[config.mk]
export PLATFORM = sky130hd
export DESIGN_NAME = param_proc_ctrl
export DESIGN_NICKNAME = d
export VERILOG_FILES = /design/src/rtl/param_proc_ctrl.sv
export SDC_FILE = /design/constraint.sdc
export NUM_CORES = 1
export LEC_CHECK = 0
export CAP_MARGIN = 20
export CORE_AREA = 8 8 59 97
export DETAILED_ROUTE_END_ITERATION = 8
export DIE_AREA = 0 0 67 105
export HOLD_SLACK_MARGIN = 0.08
export PLACE_DENSITY = 0.83
export RECOVER_POWER = 25
export SLEW_MARGIN = 20
export SYNTH_ARGS = -nofsm -noshare
export SYNTH_HDL_FRONTEND = slang
export SYNTH_SLANG_ARGS = --single-unit
[constraint.sdc]
create_clock -name Clock -period 3.87 [get_ports Clock]
set_input_delay 0.774 -clock Clock [delete_from_list [all_inputs] [get_ports Clock]]
set_output_delay 0.774 -clock Clock [all_outputs]
set_load 0.01 [all_outputs]
[src/rtl/param_proc_ctrl.sv]
// Multicycle fetch/decode/execute controller for the 16-bit processor.
// Owns PC and IR; every datapath control is decoded from State and IR.
module param_proc_ctrl #(
  parameter int PC_WIDTH     = 7,
  parameter int D_ADDR_WIDTH = 8
) (
  input  logic                    Clock,
  input  logic                    Reset,
  output logic                    IM_Req,
  output logic [PC_WIDTH-1:0]     IM_Addr,
  input  logic                    IM_Ready,
  input  logic [15:0]             IM_Data,
  input  logic                    Zero_Flag,
  output logic [15:0]             IR,
  output logic [PC_WIDTH-1:0]     PC_Out,
  output logic [3:0]              State,
  output logic [3:0]              NextState,
  output logic [D_ADDR_WIDTH-1:0] D_addr,
  output logic                    D_wr,
  output logic [1:0]              RF_s,
  output logic [3:0]              RF_W_addr,
  output logic                    RF_W_en,
  output logic [3:0]              RF_Ra_addr,
  output logic [3:0]              RF_Rb_addr,
  output logic [2:0]              Alu_s0,
  output logic [7:0]              Imm_Out,
  output logic                    Illegal,
  output logic                    Halted
);

  localparam logic [3:0] S_INIT   = 4'd0;
  localparam logic [3:0] S_FETCH  = 4'd1;
  localparam logic [3:0] S_DECODE = 4'd2;
  localparam logic [3:0] S_LOAD_A = 4'd3;
  localparam logic [3:0] S_LOAD_B = 4'd4;
  localparam logic [3:0] S_STORE  = 4'd5;
  localparam logic [3:0] S_ADD    = 4'd6;
  localparam logic [3:0] S_SUB    = 4'd7;
  localparam logic [3:0] S_LDI    = 4'd8;
  localparam logic [3:0] S_JMP    = 4'd9;
  localparam logic [3:0] S_JZ     = 4'd10;
  localparam logic [3:0] S_HALT   = 4'd11;

  localparam logic [3:0] OP_NOOP  = 4'd0;
  localparam logic [3:0] OP_STORE = 4'd1;
  localparam logic [3:0] OP_LOAD  = 4'd2;
  localparam logic [3:0] OP_ADD   = 4'd3;
  localparam logic [3:0] OP_SUB   = 4'd4;
  localparam logic [3:0] OP_HALT  = 4'd5;
  localparam logic [3:0] OP_LDI   = 4'd6;
  localparam logic [3:0] OP_JMP   = 4'd7;
  localparam logic [3:0] OP_JZ    = 4'd8;

  localparam logic [PC_WIDTH-1:0] PC_ONE = {{(PC_WIDTH-1){1'b0}}, 1'b1};

  logic [3:0]          state_q, state_d;
  logic [PC_WIDTH-1:0] pc_q, pc_d;
  logic [15:0]         ir_q, ir_d;
  logic [PC_WIDTH-1:0] jz_target_s;

  // JZ target is the 8-bit field zero-extended, or truncated for narrow PCs
  always_comb begin
    jz_target_s = '0;
    for (int i = 0; i < PC_WIDTH && i < 8; i++) begin
      jz_target_s[i] = ir_q[i];
    end
  end

  // Next-state, PC and IR update
  always_comb begin
    state_d = state_q;
    pc_d    = pc_q;
    ir_d    = ir_q;
    case (state_q)
      S_INIT: state_d = S_FETCH;
      S_FETCH: begin
        if (IM_Ready) begin
          ir_d    = IM_Data;
          pc_d    = pc_q + PC_ONE;
          state_d = S_DECODE;
        end else begin
          state_d = S_FETCH;
        end
      end
      S_DECODE: begin
        case (ir_q[15:12])
          OP_NOOP:  state_d = S_FETCH;
          OP_STORE: state_d = S_STORE;
          OP_LOAD:  state_d = S_LOAD_A;
          OP_ADD:   state_d = S_ADD;
          OP_SUB:   state_d = S_SUB;
          OP_HALT:  state_d = S_HALT;
          OP_LDI:   state_d = S_LDI;
          OP_JMP:   state_d = S_JMP;
          OP_JZ:    state_d = S_JZ;
          default:  state_d = S_FETCH;
        endcase
      end
      S_LOAD_A: state_d = S_LOAD_B;
      S_LOAD_B, S_STORE, S_ADD, S_SUB, S_LDI: state_d = S_FETCH;
      // Jump targets replace the PC that FETCH already incremented
      S_JMP: begin
        pc_d    = ir_q[PC_WIDTH-1:0];
        state_d = S_FETCH;
      end
      S_JZ: begin
        if (Zero_Flag) begin
          pc_d = jz_target_s;
        end else begin
          pc_d = pc_q;
        end
        state_d = S_FETCH;
      end
      S_HALT:  state_d = S_HALT;
      default: state_d = S_INIT;
    endcase
  end

  // Moore control decode from state and IR
  always_comb begin
    IM_Req     = 1'b0;
    D_addr     = '0;
    D_wr       = 1'b0;
    RF_s       = 2'd0;
    RF_W_addr  = 4'd0;
    RF_W_en    = 1'b0;
    RF_Ra_addr = 4'd0;
    RF_Rb_addr = 4'd0;
    Alu_s0     = 3'd0;
    Illegal    = 1'b0;
    Halted     = 1'b0;
    case (state_q)
      S_FETCH: IM_Req = 1'b1;
      S_DECODE: begin
        if (ir_q[15:12] > OP_JZ) begin
          Illegal = 1'b1;
        end else begin
          Illegal = 1'b0;
        end
      end
      S_STORE: begin
        D_addr     = ir_q[4 +: D_ADDR_WIDTH];
        RF_Ra_addr = ir_q[3:0];
        D_wr       = 1'b1;
      end
      S_LOAD_A, S_LOAD_B: begin
        D_addr    = ir_q[4 +: D_ADDR_WIDTH];
        RF_s      = 2'd1;
        RF_W_addr = ir_q[3:0];
        RF_W_en   = (state_q == S_LOAD_B);
      end
      S_ADD, S_SUB: begin
        RF_Ra_addr = ir_q[11:8];
        RF_Rb_addr = ir_q[7:4];
        RF_W_addr  = ir_q[3:0];
        RF_W_en    = 1'b1;
        Alu_s0     = (state_q == S_ADD) ? 3'd1 : 3'd2;
      end
      S_LDI: begin
        RF_s      = 2'd2;
        RF_W_addr = ir_q[3:0];
        RF_W_en   = 1'b1;
      end
      S_JZ:    RF_Ra_addr = ir_q[11:8];
      S_HALT:  Halted = 1'b1;
      default: Halted = 1'b0;
    endcase
  end

  // State, PC and IR registers
  always_ff @(posedge Clock or negedge Reset) begin
    if (!Reset) begin
      state_q <= S_INIT;
      pc_q    <= '0;
      ir_q    <= 16'd0;
    end else begin
      state_q <= state_d;
      pc_q    <= pc_d;
      ir_q    <= ir_d;
    end
  end

  assign IM_Addr   = pc_q;
  assign PC_Out    = pc_q;
  assign IR        = ir_q;
  assign State     = state_q;
  assign NextState = state_d;
  assign Imm_Out   = ir_q[11:4];

endmodule

==> results.toml <==
[run_status]
outcome = "finished, violations left"
violations = "capacitance limit, slew limit"

[cts]
postCtsResizedCells = 0
cts_hold_buffers = 0
cts_buffers = 3
clock-root-buffer = "clkbuf_8"
clock_sinks = 27
clk_latency_ns = 0.27
cts_setup_buffers = 0
cts_buffer_depth = 2
h-tree-depth = 1
cts_tree = "built"
cts.clk_slew.worst_paths_ns = 0.10

[timing]
setup_viol = 0
finalHoldViolCount = 0
whs_ns = 0.589
setup_ws_ns = 0.559
clock_skew_ns = 0.00348
worst_pin_slew_ns = 1.50
rsz0062_at_grt = "no"
fmaxAchievable_mhz = 302
post-route-min-period_ns = 3.31
tns_ns = 0
slew_viol_final = 27
maxSlewHeadroom_pct = -0.118
period_share_pct = 85.6

[detailed_routing]
drt_drc_violations_left = 0
drt_iter0_markers = 41
finalWirelength_um = 5510
vias_per_cell = 5.28
routedWlPerCell_um = 17.6
antenna_left = 0
first_pass_iters = 4
vias = 1652

[final_layout]
final_util_pct = 60.7
nNetsFinal = 284
final_cells = 313
num_antenna_cells = 0
ff_latch_area_sq_um = 676
syn2layout_area_growth_pct = 51.0
finish.instance_area_sq_um = 2670
drive_above_1_share_pct = 10.3
multi_input_area_sq_um = 913
fill_cells = 397

[place]
placed_cells = 309
post_dp_cell_area_sq_um = 2640
dp_hpwl_um = 4380
io_buffer_count = 94
routabilityCongestion = 0.864
place_ws_ns = 0.684

[critical_path]
worstSetupPathType = "reg -> out"
worstPathArrival_ns = 2.54
worstRegToRegCells = 4
cp_slowest_cell = "dfrtp_1"
cp_cell_sequence = "nand2_1 -> mux2_2 -> nor2_1 -> and2_1 -> clkdlybuf4s50_1"
cp-end-kind = "primary output"
start_kind = "flip-flop"
worst-path-max-fanout = 12
worstPathRequired_ns = 3.10
ff2ff_setup_slack_ns = 1.90
startpoint = "State[0]$_DFF_PN0_"
reg2reg_from = "State[0]$_DFF_PN0_"
rr_endpoint = "IM_Addr[3]$_DFFE_PN0P_"
cpPeakStageDelay_ns = 0.62

[hold_path]
hold_path_end = "IR[9]$_DFFE_PN0N_"
min_from = "IR[9]$_DFFE_PN0N_"
hold_path.class = "reg -> reg"
min_delay_path_depth = 1

[global_route]
grt-ovfl-total = 0
antenna_found_initial = 0
grt_start_max_net_pins = 28
met1_usage_pct = 16.5
gr-usage-met3_pct = 3.74
grt_usage_pct = 15.5
grt_pass1_vias = 1732
grt_busiest_layer = "met2"
grt_pass1_wl_um = 8850
met2_usage_pct = 27.9

[yosys]
syn_nets = 206
synth-main-ff-cell = "dfrtp_1"
synth_top_area_share_pct = 38.2
synth_edf_count = 0
seq_area_frac_synth_pct = 38.2
yosysTopAreaCell = "dfrtp_1"
ys_types = 46
syn_inst = 185
synthTopCellsByArea = "dfrtp_1 38%, mux2_2 11%, buf_4 6.8%, and2_1 4.9%, a22o_1 3.5%"
netlist_area_sq_um = 1770
ys_ff_latch = 27
syn_area_per_cell_sq_um = 9.57
synthArstFlopShare_pct = 100
yosys_warnings = 0

[die]
ios = 96
die_y_um = 105
fp.dieArea_sq_um = 7040
core_area_sq_um = 4400
rows = 32
start_util_pct = 40.2
die_w_um = 67

[pwr]
pwr-share-comb_pct = 64.3
switchingPower_uw = 915
p_sw_share_pct = 40.9
power_density_nw_per_um2 = 836
internal-power_mw = 1.32
leakage_nw = 1.12
p_clk_share_pct = 7.2
p_total_mw = 2.24
peakVddDrop_mv = 0.688
pwr-share-seq_pct = 28.5

[flow_run]
maxCapViolations = 1
how the worst max path moves through the flow:
stage	end	slack [ns]
floorplan	NextState[0]	1.59
global placement	NextState[1]	0.77
detailed placement	NextState[1]	0.68
CTS	D_addr[1]	0.55
global route	D_addr[4]	0.36
finish	D_addr[1]	0.56
sequential cells by signal, summed over array words and instances, names as in the netlist:
name     cells
IM_Addr      7
IR          16
State        4
layout by cell type, fill, tap and decap left out, types with 5 or more instances in the layout:
cell / synthesis / layout
clkdlybuf4s50_1: 0 / 92
o21ai_0: 7 / 7
and2_1: 14 / 14
nand2_1: 11 / 12
dfrtp_1: 27 / 27
mux2_2: 17 / 17
a21oi_1: 5 / 5
a22o_1: 7 / 7
nor2_1: 16 / 16
and3_1: 5 / 5
per-layer routing:
metal | up-vias | share of wire, %
met2 | 62 | 53
met3 | 8 | 6.6
li1 | 790 | -
met4 | 0 | 2.1
met1 | 792 | 38
met5 | - | 0
cells by family after synthesis:
kind of cell | synth area share [%]
AOI/OAI and AO/OA | 14.6
xor gates and xnor gates | 0.495
adders and majority gates | 0.707
buffers and inverters | 9.96
DFF | 38.2
muxes | 14.6
other | 0.212
and+or+nand+nor | 21.3
synthesized netlist by cell type, drive strengths merged (4+ instances only):
| cell | number |
|---|---|
| nand2 | 12 |
| a22o | 7 |
| and2 | 14 |
| buf | 20 |
| nor3 | 5 |
| a21oi | 5 |
| mux2i | 4 |
| and3 | 5 |
| nor2 | 16 |
| mux2 | 19 |
| inv | 4 |
| clkbuf | 4 |
| o21ai | 7 |
| nand2b | 5 |
| dfrtp | 27 |
critical path, delay by kind of cell, from the launching register on:
family	cells	cell delay, ns
AND/OR/NAND/NOR	3	0.80
flip-flops	1	0.62
buffers and inverters	1	0.54
multiplexers	1	0.31
final cells by class:
cell class,instances,share of cell area [%]
clock inverter,1,0.187
sequential,27,25.3
multi-input combinational,130,34.2
inverter,4,0.562
timing repair buffer,97,35.9
clock buffer,3,1.54
tap,51,2.39
power groups by stage:
stage,Sequential (mW),Combinational (mW),Clock (mW)
after floorplan,0.635,0.741,0
after global placement,0.633,1.44,0
after detailed placement,0.643,1.46,0
after CTS,0.636,1.47,0.166
after global routing,0.671,1.56,0.175
final,0.637,1.44,0.161
No activity file was read; power rests on OpenSTA's default activity.
